[config.mk]
export PLATFORM = sky130hd
export DESIGN_NAME = placement_cost_eval
export DESIGN_NICKNAME = d
export VERILOG_FILES = /design/src/rtl/placement_pkg.sv /design/src/rtl/edge_dist.sv /design/src/rtl/placement_cost_eval.sv
export SDC_FILE = /design/constraint.sdc
export NUM_CORES = 1
export LEC_CHECK = 0
export CAP_MARGIN = 20
export CORE_ASPECT_RATIO = 0.9
export CORE_UTILIZATION = 50
export CTS_BUF_LIST = sky130_fd_sc_hd__clkbuf_8
export DETAILED_ROUTE_END_ITERATION = 8
export PLACE_DENSITY = 0.72
export SKIP_LAST_GASP = 1
export SYNTH_ARGS = -nofsm -noshare
export SYNTH_HDL_FRONTEND = slang
export SYNTH_HIERARCHICAL = 1
export SYNTH_SLANG_ARGS = --single-unit
[constraint.sdc]
create_clock -name clk -period 8.4 [get_ports clk]
set_input_delay 0.84 -clock clk [delete_from_list [all_inputs] [get_ports clk]]
set_output_delay 0.84 -clock clk [all_outputs]
set_load 0.005 [all_outputs]
[src/rtl/placement_pkg.sv]
// placement_pkg: grid/edge constants, evaluator FSM states and the unplaced sentinel
package placement_pkg;
  localparam int N       = 4;
  localparam int N_EDGE  = 19;
  localparam int EDGE_AW = 5;
  localparam int POS_AW  = 7;
  localparam int DW      = 32;
  localparam logic signed [DW-1:0] UNPLACED = -1;
  typedef enum logic [2:0] {IDLE, E_RD, A_RD, B_RD, DIFF, ACC, DONE} state_t;
  function automatic logic in_grid(input logic signed [DW-1:0] v);
    return (v >= 0) && (v < N);
  endfunction
endpackage

[src/rtl/edge_dist.sv]
// edge_dist: combinational per-edge distance terms and off-grid/unplaced flag
// Chebyshev term present only when COST_CHEBYSHEV_EN is defined.
module edge_dist
  import placement_pkg::*;
(
  input  logic signed [DW-1:0] ax_i,
  input  logic signed [DW-1:0] ay_i,
  input  logic signed [DW-1:0] bx_i,
  input  logic signed [DW-1:0] by_i,
  output logic signed [DW-1:0] man_o,
  output logic signed [DW-1:0] hop_o,
`ifdef COST_CHEBYSHEV_EN
  output logic signed [DW-1:0] cheb_o,
`endif
  output logic                 bad_o
);
  logic signed [DW-1:0] dx, dy, adx, ady;
  always_comb begin
    dx    = ax_i - bx_i;
    dy    = ay_i - by_i;
    adx   = dx < 0 ? -dx : dx;
    ady   = dy < 0 ? -dy : dy;
    man_o = adx + ady;
    hop_o = (adx >> 1) + {{(DW-1){1'b0}}, adx[0]} + (ady >> 1) + {{(DW-1){1'b0}}, ady[0]};
`ifdef COST_CHEBYSHEV_EN
    cheb_o = adx > ady ? adx : ady;
`endif
    bad_o = !(in_grid(ax_i) && in_grid(ay_i) && in_grid(bx_i) && in_grid(by_i));
  end
endmodule

[src/rtl/placement_cost_eval.sv]
// placement_cost_eval: walks the edge list, reads final positions, accumulates wirelength costs.
// Define COST_CHEBYSHEV_EN to add the cost_cheb accumulator and port.
module placement_cost_eval
  import placement_pkg::*;
(
  input  logic                      clk,
  input  logic                      reset_n,
  input  logic                      start,
  output logic                      busy,
  output logic                      done,
  output logic                      edge_re,
  output logic [EDGE_AW-1:0]        edge_addr,
  input  logic signed [DW-1:0]      edge_a,
  input  logic signed [DW-1:0]      edge_b,
  output logic                      pos_re,
  output logic [POS_AW-1:0]         pos_addr,
  input  logic signed [DW-1:0]      pos_x,
  input  logic signed [DW-1:0]      pos_y,
  output logic signed [DW-1:0]      cost_sum,
  output logic signed [DW-1:0]      cost_1hop,
  output logic signed [DW-1:0]      cost_max,
`ifdef COST_CHEBYSHEV_EN
  output logic signed [DW-1:0]      cost_cheb,
`endif
  output logic                      err,
  output logic [EDGE_AW-1:0]        err_edge
);
  state_t               state_q, state_d;
  logic [EDGE_AW-1:0]   i_q, i_d, err_edge_q, err_edge_d;
  logic [POS_AW-1:0]    b_q, b_d;
  logic signed [DW-1:0] ax_q, ax_d, ay_q, ay_d, man_q, man_d, hop_q, hop_d;
  logic signed [DW-1:0] sum_q, sum_d, hsum_q, hsum_d, max_q, max_d;
  logic                 bad_q, bad_d, err_q, err_d;
  logic signed [DW-1:0] man, hop;
  logic                 bad;
`ifdef COST_CHEBYSHEV_EN
  logic signed [DW-1:0] cheb, cheb_q, cheb_d, csum_q, csum_d;
`endif
  logic                 unused_hi;
  assign unused_hi = ^{edge_a[DW-1:POS_AW], edge_b[DW-1:POS_AW]};
  edge_dist u_dist (
    .ax_i  (ax_q),
    .ay_i  (ay_q),
    .bx_i  (pos_x),
    .by_i  (pos_y),
    .man_o (man),
    .hop_o (hop),
`ifdef COST_CHEBYSHEV_EN
    .cheb_o(cheb),
`endif
    .bad_o (bad)
  );
  always_comb begin
    state_d    = state_q;
    i_d        = i_q;
    b_d        = b_q;
    ax_d       = ax_q;
    ay_d       = ay_q;
    man_d      = man_q;
    hop_d      = hop_q;
    bad_d      = bad_q;
    sum_d      = sum_q;
    hsum_d     = hsum_q;
    max_d      = max_q;
    err_d      = err_q;
    err_edge_d = err_edge_q;
`ifdef COST_CHEBYSHEV_EN
    cheb_d     = cheb_q;
    csum_d     = csum_q;
`endif
    case (state_q)
      IDLE, DONE: if (start) begin
        sum_d      = '0;
        hsum_d     = '0;
        max_d      = '0;
        err_d      = 1'b0;
        err_edge_d = '0;
        i_d        = '0;
`ifdef COST_CHEBYSHEV_EN
        csum_d     = '0;
`endif
        state_d    = (N_EDGE == 0) ? DONE : E_RD;
      end
      E_RD: state_d = A_RD;
      A_RD: begin
        b_d     = edge_b[POS_AW-1:0];
        state_d = B_RD;
      end
      B_RD: begin
        ax_d    = pos_x;
        ay_d    = pos_y;
        state_d = DIFF;
      end
      DIFF: begin
        man_d   = man;
        hop_d   = hop;
        bad_d   = bad;
`ifdef COST_CHEBYSHEV_EN
        cheb_d  = cheb;
`endif
        state_d = ACC;
      end
      ACC: begin
        if (!bad_q) begin
          sum_d  = sum_q + man_q - 1;
          hsum_d = hsum_q + hop_q - 1;
          max_d  = man_q > max_q ? man_q : max_q;
`ifdef COST_CHEBYSHEV_EN
          csum_d = csum_q + cheb_q - 1;
`endif
        end else if (!err_q) begin
          err_d      = 1'b1;
          err_edge_d = i_q;
        end
        if (i_q == EDGE_AW'(N_EDGE - 1)) state_d = DONE;
        else begin
          i_d     = i_q + 1'b1;
          state_d = E_RD;
        end
      end
      default: state_d = IDLE;
    endcase
  end
  always_ff @(posedge clk or negedge reset_n) begin
    if (!reset_n) begin
      state_q    <= IDLE;
      i_q        <= '0;
      b_q        <= '0;
      ax_q       <= '0;
      ay_q       <= '0;
      man_q      <= '0;
      hop_q      <= '0;
      bad_q      <= 1'b0;
      sum_q      <= '0;
      hsum_q     <= '0;
      max_q      <= '0;
      err_q      <= 1'b0;
      err_edge_q <= '0;
`ifdef COST_CHEBYSHEV_EN
      cheb_q     <= '0;
      csum_q     <= '0;
`endif
    end else begin
      state_q    <= state_d;
      i_q        <= i_d;
      b_q        <= b_d;
      ax_q       <= ax_d;
      ay_q       <= ay_d;
      man_q      <= man_d;
      hop_q      <= hop_d;
      bad_q      <= bad_d;
      sum_q      <= sum_d;
      hsum_q     <= hsum_d;
      max_q      <= max_d;
      err_q      <= err_d;
      err_edge_q <= err_edge_d;
`ifdef COST_CHEBYSHEV_EN
      cheb_q     <= cheb_d;
      csum_q     <= csum_d;
`endif
    end
  end
  assign busy      = !(state_q == IDLE || state_q == DONE);
  assign done      = state_q == DONE;
  assign edge_re   = state_q == E_RD;
  assign edge_addr = i_q;
  assign pos_re    = state_q == A_RD || state_q == B_RD;
  assign pos_addr  = state_q == A_RD ? edge_a[POS_AW-1:0] : state_q == B_RD ? b_q : '0;
  assign cost_sum  = sum_q;
  assign cost_1hop = hsum_q;
  assign cost_max  = max_q;
`ifdef COST_CHEBYSHEV_EN
  assign cost_cheb = csum_q;
`endif
  assign err       = err_q;
  assign err_edge  = err_edge_q;
endmodule

; Word level (Yosys, flattened, before mapping)
; Index checks and enable logic that the tools add are counted.
; Widths: inputs -> output; s select.
[totals]
output_inout_bits = 118
inputBits = 131
register_bits = 246
word_cells = 93
[classes]
mux = 24
n_addsub = 13
eq_ne = 13
n_reduce_logical = 19
magnitude_cmp = 11
[ops]
columns = op, count
row1 = $mux 32, 7
row2 = $pmux 32 s2, 3
row3 = $ge 32x1->1 const B, 4
row4 = $lt 32x4->1 const B, 4
row5 = $add 32x32->32, 3
row6 = $lt 32x1->1 const B, 2
row7 = $neg 32->32, 2
row8 = $sub 32x2->32 const B, 2
row9 = $sub 32x32->32, 2
row10 = $add 31x1->32, 1
row11 = $add 32x1->32, 1
row12 = $add 32x31->32, 1
row13 = $gt 32x32->1, 1
row14 = $mux 5, 4
row15 = $pmux 5 s2, 2
row16 = $pmux 3 s6, 1
row17 = $mux 7, 2
row18 = $ne 2x2->1 const B, 6
row19 = $eq 3x3->1 const B, 3
row20 = $reduce_and 3->1, 3
row21 = $reduce_and 4->1, 2
row22 = $logic_and 1x1->1, 7
row23 = $eq 3x2->1 const B, 2
row24 = $mux 3, 2
row25 = 10 further kinds, 13

; Longest topological paths before layout
; Gate-level depths: netlist of the first run.
[logic_depth]
word_depth = 6
mapped_depth = 30
ltp_nobuf = 28

; Modules after synthesis
; The synthesis of the first run kept the hierarchy.
[modules_own_cells]
columns = module, seq_area_each_um2, cells_per_inst, instances, area_per_inst_um2
row1 = placement_cost_eval, 6155.9, 1613, 1, 14956.8
row2 = edge_dist, 0.0, 1298, 1, 9346.5

; Worst setup path before layout of the first run
; No wires, ideal clock.
[synth_path]
kind = in2reg
startpoint = input pos_y[6]
endpoint = register hop_q[30]
t_arrival_ns = 6.725
setup_slack_ns = 1.592
setup_time_ns = 0.083
stages = 29
path_cell_list = inv_1 ha_1 buf_6 nand2_1 a2111oi_4 o211ai_1 a211oi_1 o211ai_1 a21oi_1 mux2i_1 nor2_1 buf_2 mux2_2 fa_1 ha_1 inv_1 fa_1 nor2b_1 o21ai_0 a211oi_1 o2111ai_1 o21ai_0 a2111oi_0 o41ai_1 a31oi_1 nor4b_1 a311o_1 nand2_1 o21ai_0
[synth_between]
elab_chain_cells = 5
word_cells_on_any_way = 6
[synth_lines]
columns = item, line
row1 = from (decl), placement_cost_eval.sv:18  ; input logic signed [DW-1:0] pos_y,
row2 = $sub 32x32->32 *, edge_dist.sv:20  ; dy = ay_i - by_i;
row3 = $neg 32->32 / $lt 32x1->1 (equally long branches), edge_dist.sv:22  ; ady = dy < 0 ? -dy : dy;
row4 = $mux 32 *, edge_dist.sv:22
row5 = $add 32x31->32, edge_dist.sv:24  ; hop_o = (adx >> 1) + {{(DW-1){1'b0}}, adx[0]} + (ady >> 1) + {{(DW-1){1'b0}}, ady[0]};
row6 = $add 32x1->32 *, edge_dist.sv:24
row7 = named net hop[30], placement_cost_eval.sv:34  ; logic signed [DW-1:0] man, hop;
row8 = to (signal assigned), placement_cost_eval.sv:150  ; hop_q <= hop_d;
row9 = to (decl), placement_cost_eval.sv:31  ; logic signed [DW-1:0] ax_q, ax_d, ay_q, ay_d, man_q, man_d, hop_q, hop_d;
; Mark *: on every way through the listed nets, which the timed path passes. The rest lies on a longest branch.
; A chain may end at the register's enable or synchronous reset.

; Worst setup path in the final report of the first run
[layout_path]
startpoint = input pos_x[3]
endpoint = register hop_q[30]
[layout_between]
elab_chain_cells = 6
word_cells_on_any_way = 7
[layout_lines]
columns = item, line
row1 = from (decl), placement_cost_eval.sv:17  ; input logic signed [DW-1:0] pos_x,
row2 = $sub 32x32->32 *, edge_dist.sv:19  ; dx = ax_i - bx_i;
row3 = $neg 32->32 / $lt 32x1->1 (equally long branches), edge_dist.sv:21  ; adx = dx < 0 ? -dx : dx;
row4 = $mux 32 *, edge_dist.sv:21
row5 = $add 31x1->32 *, edge_dist.sv:24
row6 = $add 32x31->32 *, edge_dist.sv:24
row7 = $add 32x1->32 *, edge_dist.sv:24
row8 = named net hop[30], placement_cost_eval.sv:34
; Marked as above.

==> metrics.md, run 1 <==
| Metric | Value |
|---|---|
| Most common flop cell mapped by yosys | dfrtp_1 |
| Initial DRC count | 1334 |
| CP dominant cell by count | o41ai_1 |
| Yosys reg bits | 246 |
| Root Driver | clkbuf_8 |
| Slowest stage cell, crit path | a2111oi_0 |
| Nets | 3565 |
| Die ar. | 49500 µm² |
| Setup Fix Bufs, Post-CTS | 0 |
| Die H | 211 µm |
| Synthesized area | 24300 µm² |
| Slew Limit Fails | 0 |
| Syn avg cell area | 8.35 µm² |
| Initial Utilization | 50.7% |
| Cts hold-fix bufs | 0 |
| Hold Path Class | input port to asynchronous set/reset pin |
| PortBufs | 198 |
| Synth-to-layout area growth | 15.2% |
| Clk sinks | 246 |
| Initial antenna violation count | 0 |
| Layout cell share with drive strength beyond 1 | 8.45% |
| Num CTS Buffers | 47 |
| Status | finished clean |
| Hold slack | 0.227 ns |
| Register Area | 6160 µm² |
| Setup Viol. Count Final | 0 |
| Multi-input gate area | 16200 µm² |
| Cells after synthesis | 2911 |
| Startpoint Class | input port |
| TNS Setup | 0 ns |
| Non-filler cells, final | 3773 |
| Worst-Skew Late Latency | 0.65 ns |
| Vias post-DR | 21700 |
| Post-cts sizing count | 0 |
| R2R cell count | 27 |
| Row cnt | 76 |
| Vias per cell | 5.74 |
| Slew HR | 28.2% |
| Post-DRT Antenna Nets | 0 |
| Max clock buf depth | 3 |
| Worst Path Arrival | 8.19 ns |
| Unrepaired setup endpoints after global routing | false |
| Area share of the largest cell type after synthesis | 25.3% |
| FMAX | 129 MHz |
| Clock transition at path regs | 0.06 ns |
| Hold Violations, Final | 0 |
| YS warnings | 6 |
| First-pass GRT wire length | 111 mm |
| CTS tree | built |
| CP endpoint kind | flop |
| Fin area | 28000 µm² |
| Maximum fanout along the worst path | 18 |
| Slew @ Worst Pin | 1.08 ns |
| Dpl cell area | 27100 µm² |
| Die width | 234 µm |
| Setup Skew | 0.0282 ns |
| Period utilization | 92.0% |
| DRT Pass-1 Iters | 5 |
| Final WL | 70.1 mm |
| Congestion Overflow GR | 0 |
| Cells taking the most area after synthesis | dfrtp_1 25%, ha_1 14%, inv_1 6.3% |
| Post-synth cell types | 114 |
| # fillers | 4353 |
| H-tree levels | 2 |
| CP Class | input port to flop |
| DRC viols | 0 |
| Vias in the first global route | 21100 |
| Max-capacitance violation count | 0 |
| Placed Cells | 3694 |
| EDFF count, synth | 0 |
| CP Data Required Time | 8.86 ns |
| Reg2Reg Setup Slack | 1.02 ns |
| Net Count, Synth | 3357 |
| Routability Congestion | 0.965 |
| Maximum number of pins on one net before global-route repair | 129 |
| R2r endpoint | hop_q[30] |
| # diodes | 0 |
| Max incr delay on CP | 0.63 ns |
| Yosys top cell by area | dfrtp_1 |
| Sequential element share of the synthesized area | 25.3% |
| Post-synth ARST share | 100% |
| Total GRT Usage | 28.3% |
| Num ports | 249 |
| Wire length per cell after detailed routing | 18.6 µm |
| Core footprint | 47900 µm² |
| Reg2reg start | ax_q[3] |
| Post-DP HPWL | 56.3 mm |
| Fin crit period | 7.73 ns |
-- registers in the layout, indices dropped and copies added (netlist names), 7 cells and up --
register	flops
cost_1hop	32
ay_q	32
b_q	7
ax_q	32
man_q	32
cost_max	32
cost_sum	32
hop_q	32
-- synthesized netlist by cell type (21+ instances only) --
library cell  instances
mux2i_1              46
and3_1               26
a211oi_1             29
nor4_1               38
nand2_1             278
a21o_1               65
inv_1               409
fa_1                 35
o21bai_1             22
o21ai_0             206
nor2_1              130
a21oi_1             151
nand3_1              80
a31oi_1              28
o21a_1               32
xnor2_1             140
buf_2                26
dfrtp_1             246
xor2_1               96
o31ai_1              23
nand4_1              36
mux2_2               74
nor3_1               42
clkbuf_1             54
nor2b_1              23
nand2b_1             21
ha_1                280
-- critical path, delay by kind of cell --
family                     cells  cell delay (ns)
and+or+nand+nor                4             0.37
adders and majority gates      3             1.20
buffers and inverters          4             1.05
AOI/OAI and AO/OA             16             3.93
xor gates and xnor gates       2             0.78
-- logic make-up (layout without fill, tap and decap cells) --
logic type,after synthesis,in the layout,synth area share [%]
mux,120,120,5.32
buf+inv,506,744,8.26
fa+ha+maj,315,315,17.3
xor+xnor,236,236,8.50
flops,246,246,25.3
simple gates,780,780,16.1
compound gates,708,708,19.2
-- area by class of cell --
cell class                 instances  area share, %
clock buffer                      56           2.75
clock inverter                    23          0.608
inverter                         409           5.48
multi-input combinational       2159           57.7
sequential                       246           22.0
tap                              624           2.79
timing repair buffer             256           8.65
-- layer usage --
metal	vias to the layer above	part of all wire (%)	global-route usage, %
met3	100	5.2	4.35
met2	562	46	45.9
met4	0	2.8	9.03
met5	-	0	0
met1	10400	46	38.4
li1	10600	-	-
-- per-stage QoR --
| stage | worst slack [ns] | utilization (%) |
|---|---|---|
| floorplan | 1.59 | - |
| global placement | 0.260 | 56.5 |
| detailed placement | 0.128 | 56.5 |
| CTS | 0.785 | 58.4 |
| global route | 0.177 | 58.4 |
| finish | 0.668 | 58.4 |
-- placed cells by master, fill, tap and decap left out, types with 9 or more instances in the layout --
cell type        netlist  routed
a31oi_1               28      28
mux2_2                74      74
clkdlybuf4s50_1        0     197
mux2i_1               46      46
a211oi_1              29      29
and2_1                16      16
xor2_1                96      96
nand3b_1               9       9
or3_1                 18      18
clkbuf_8               1      56
buf_4                  4      58
o21ai_0              206     206
and3_1                26      26
nand4_1               36      36
nand3_1               80      80
a21oi_1              151     151
dfrtp_1              246     246
a21o_1                65      65
o211ai_1              14      14
nor4_1                38      38
ha_1                 280     280
nor3b_1               10      10
o21a_1                32      32
xnor2_1              140     140
nand2b_1              21      20
o21ai_1               17      17
nand2_1              278     276
fa_1                  35      35
inv_1                409     421
o21bai_1              22      22
nor3_1                42      42
nor2b_1               23      21
o31ai_1               23      23
nor2_1               130     129
-- worst max-delay path by stage --
stage                        start         to  cells past startpoint
after floorplan           pos_y[6]  hop_q[30]                     29
after detailed placement  pos_x[3]  hop_q[30]                     29
after global routing      pos_x[3]  hop_q[30]                     29
after global placement    pos_x[3]  hop_q[30]                     30
after CTS                 pos_x[3]  hop_q[30]                     29
final                     pos_x[3]  hop_q[30]                     29
Power of run 1 is left out: the tool's default activity adds up to more than one toggle a clock period on the data nets, which glitch-free logic cannot reach.
==> run 2: changes to the inputs <==
- CORE_MARGIN: unset -> 2
- RECOVER_POWER: unset -> 50
==> metrics.md, run 2 (synthesis gave the netlist of run 1 again) <==
| Metric | Value |
|---|---|
| Final WL | 70.4 mm |
| First-pass GRT wire length | 112 mm |
| Synth-to-layout area growth | 15.5% |
| Routability Congestion | 0.964 |
| Die width | 236 µm |
| Core footprint | 47900 µm² |
| PortBufs | 198 |
| Initial antenna violation count | 1 |
| Initial Utilization | 50.7% |
| Max incr delay on CP | 0.57 ns |
| Die ar. | 50400 µm² |
| FMAX | 132 MHz |
| Setup Viol. Count Final | 0 |
| Vias post-DR | 21600 |
| Multi-input gate area | 16200 µm² |
| Root Driver | clkbuf_8 |
| Reg2reg start | ay_q[13] |
| # diodes | 0 |
| Wire length per cell after detailed routing | 18.6 µm |
| Maximum fanout along the worst path | 18 |
| Worst Path Arrival | 8.02 ns |
| Total GRT Usage | 27.5% |
| Unrepaired setup endpoints after global routing | false |
| Slew Limit Fails | 249 |
| Setup Skew | 0.0305 ns |
| Post-DP HPWL | 56.3 mm |
| CP dominant cell by count | o41ai_1 |
| Period utilization | 89.9% |
| Commonest non-fill, non-tap cell in the layout | inv_1 |
| Post-DRT Antenna Nets | 0 |
| Vias per cell | 5.71 |
| Clk sinks | 246 |
| Max-capacitance violation count | 4 |
| Layout cell share with drive strength beyond 1 | 8.54% |
| Startpoint Class | input port |
| Max clock buf depth | 3 |
| Die H | 213 µm |
| Status | finished, violations left |
| Nets | 3570 |
| Fin crit period | 7.55 ns |
| Worst-Skew Late Latency | 0.63 ns |
| Num CTS Buffers | 48 |
| Hold Violations, Final | 0 |
| Row cnt | 76 |
| Clock transition at path regs | 0.06 ns |
| Slowest stage cell, crit path | clkdlybuf4s50_1 |
| CTS tree | built |
| CP endpoint kind | flop |
| Initial DRC count | 1673 |
| Cts hold-fix bufs | 0 |
| Most frequent cells in the layout | 425 x inv_1, 280 x ha_1, 276 x nand2_1 |
| TNS Setup | 0 ns |
| Slew HR | -300% |
| DRC viols | 0 |
| Crit path from | pos_x[2] |
| Vias in the first global route | 21100 |
| Num ports | 249 |
| DRT Pass-1 Iters | 7 |
| Hold Startpoint | ax_q[0] |
| Slew @ Worst Pin | 6.00 ns |
| Register Area | 6160 µm² |
| Setup Fix Bufs, Post-CTS | 0 |
| Post-cts sizing count | 0 |
| CP Data Required Time | 8.87 ns |
| Failing checks | max-capacitance violations, max-slew violations |
| Hold Path Class | flop to flop |
| Congestion Overflow GR | 0 |
| H-tree levels | 2 |
| Maximum number of pins on one net before global-route repair | 145 |
| CP Class | input port to flop |
| # fillers | 4364 |
-- run 2: critical path: cells and delay by family --
kind,cells,cell delay [ns]
adder cells (fa/ha/maj),3,1.19
AO/OA/AOI/OAI,16,3.76
XOR/XNOR,2,0.76
buffers and inverters,4,1.10
AND/OR/NAND/NOR,4,0.36
-- run 2: routing by layer --
layer  wire length (µm)  vias to the layer above  track usage, %  share of wire (%)
li1                   -                    10500               -                  -
met1              32500                    10400            37.4                 46
met2              32500                      517            45.4                 46
met3               3300                      113            3.65                4.7
met4               2050                        2            9.01                2.9
met5                 10                        -               0              0.014
-- run 2: worst paths after layout --
check	endpoint	slack, ns	cells past startpoint
hold / removal	ax_q[0]	0.51	1
setup reg to reg	hop_q[30]	1.21	29
min in group asynchronous	cost_sum[24]	2.44	1
setup / recovery	hop_q[30]	0.85	29
max in group asynchronous	ax_q[30]	2.54	1
hold reg to reg	ax_q[0]	0.51	1
-- run 2: final cells by class --
cell class,count,share of cell area (%)
multi-input combinational,2159,57.5
inverter,409,5.47
clock inverter,25,0.517
clock buffer,63,3.09
sequential,246,21.9
tap,624,2.78
timing repair buffer,260,8.69
-- run 2: per-stage QoR --
step / std cells / utilization (%) / setup WS, ns / cell area, µm² / hold WS [ns]
floorplan: 2911 / - / 1.59 / 24300 / 0.472
global placement: 3697 / 56.5 / 0.298 / 27100 / 0.488
detailed placement: 3697 / 56.5 / 0.258 / 27100 / 0.500
CTS: 3785 / 58.6 / 0.916 / 28100 / 0.262
global route: 3786 / 58.6 / 0.360 / 28100 / 0.539
finish: 3786 / 58.6 / 0.848 / 28100 / 0.513
Power of run 2 is left out for the same reason.
==> run 3: changes to the inputs <==
- CORE_ASPECT_RATIO: 0.9 -> unset
- clock period: 8.4 -> 7.34 ns (I/O delays scaled with it)
==> metrics.md, run 3 (synthesis gave the netlist of run 1 again) <==
| Metric | Value |
|---|---|
| Startpoint Class | input port |
| Wire length per cell after detailed routing | 17.9 µm |
| Routability Congestion | 0.942 |
| First-pass GRT wire length | 116 mm |
| Die H | 224 µm |
| CP Data Required Time | 7.80 ns |
| DRT Pass-1 Iters | 6 |
| Final Util | 62.9% |
| Setup Fix Bufs, Post-CTS | 0 |
| CP Class | input port to flop |
| Final WL | 72.5 mm |
| PortBufs | 198 |
| CP dominant cell by count | buf_4 |
| Total GRT Usage | 28.5% |
| Clock transition at path regs | 0.06 ns |
| Post-cts sizing count | 0 |
| Max clock buf depth | 3 |
| H-tree levels | 2 |
| Dpl ws | -0.585 ns |
| Nets | 3853 |
| Post-DP HPWL | 59.2 mm |
| Initial Utilization | 50.8% |
| CP bufs+invs | 6 |
| Worst-Skew Late Latency | 0.65 ns |
| Slew @ Worst Pin | 5.92 ns |
| Commonest non-fill, non-tap cell in the layout | inv_1 |
| Maximum fanout along the worst path | 3 |
| Hold Violations, Final | 0 |
| Layout cell share with drive strength beyond 1 | 15.9% |
| FMAX | 144 MHz |
| Final worst setup slack | 0.392 ns |
| Num CTS Buffers | 47 |
| Num ports | 249 |
| Hold Path Class | flop to flop |
| Most frequent cells in the layout | 429 x inv_1, 341 x buf_4, 280 x ha_1 |
| Top Family by Delay on Critical Path | compound AO/OA/AOI/OAI gates |
| Root Driver | clkbuf_8 |
| Post-DRT Antenna Nets | 0 |
| Slew HR | -294% |
| Vias per cell | 5.63 |
| Die width | 224 µm |
| DRC viols | 0 |
| Vias post-DR | 22800 |
| Maximum number of pins on one net before global-route repair | 131 |
| Clk sinks | 246 |
| Initial antenna violation count | 3 |
| Max-capacitance violation count | 3 |
| Fin crit period | 6.95 ns |
| Slew Limit Fails | 258 |
| Vias in the first global route | 22600 |
| Setup Viol. Count Final | 0 |
| Failing checks | max-capacitance violations, max-slew violations |
| Worst Path Arrival | 7.41 ns |
| Initial DRC count | 1385 |
| Slowest stage cell, crit path | clkdlybuf4s50_1 |
| Setup Skew | 0.0434 ns |
| Max incr delay on CP | 0.52 ns |
| Synth-to-layout area growth | 23.9% |
| CP endpoint kind | flop |
| Core footprint | 47800 µm² |
| CTS tree | built |
| Status | finished, violations left |
| Cts hold-fix bufs | 0 |
| Die ar. | 50400 µm² |
| Row cnt | 80 |
| Congestion Overflow GR | 0 |
| Period utilization | 94.7% |
run 3: path summary, 6_finish.rpt:
check                         startpoint       endpoint  slack [ns]  depth (start not counted)
setup / recovery                pos_y[2]      hop_q[30]        0.39                         30
hold / removal             cost_1hop[21]  cost_1hop[21]        0.50                          2
setup reg to reg                 ay_q[2]      hop_q[30]        0.66                         28
hold reg to reg            cost_1hop[21]  cost_1hop[21]        0.50                          2
max in group asynchronous        reset_n      hop_q[29]        1.53                          1
min in group asynchronous        reset_n   cost_sum[16]        2.38                          1
run 3: final cells by class:
cell class	count	area (µm²)
fillers	4195	17700
multi-input cells	2159	16200
flip-flops and latches	246	6160
repair buffers	544	4580
inverters	409	1540
well taps	615	769
clock buffers	54	743
clock inverters	26	148
diodes	2	5.00
run 3: worst min-delay path: cells and delay by family (launching register included):
family,cells,cell delay (ns)
AO/OA/AOI/OAI,1,0.06
flip-flops,1,0.36
AND/OR/NAND/NOR,1,0.05
run 3: metal layers:
| layer | vias to the layer above | part of all wire (%) | wire, µm | global-route usage [%] |
|---|---|---|---|---|
| met5 | - | 0 | 0 | 0 |
| met1 | 10900 | 44 | 32200 | 37.0 |
| met2 | 643 | 47 | 34100 | 48.2 |
| met3 | 152 | 4.7 | 3420 | 3.79 |
| li1 | 11100 | - | - | - |
| met4 | 0 | 3.8 | 2740 | 11.6 |
run 3: per-stage QoR:
stage	hold WS, ns	cells	setup TNS (ns)	cell area (µm²)
2_1_floorplan	0.438	2911	0	24300
3_3_place_gp	0.488	3972	-0.696	29200
3_5_place_dp	0.496	3972	-1.44	29200
4_1_cts	0.220	4052	0	30100
5_1_grt	0.531	4054	-0.00847	30100
6_report	0.503	4055	0	30100
Power of run 3 is left out for the same reason.
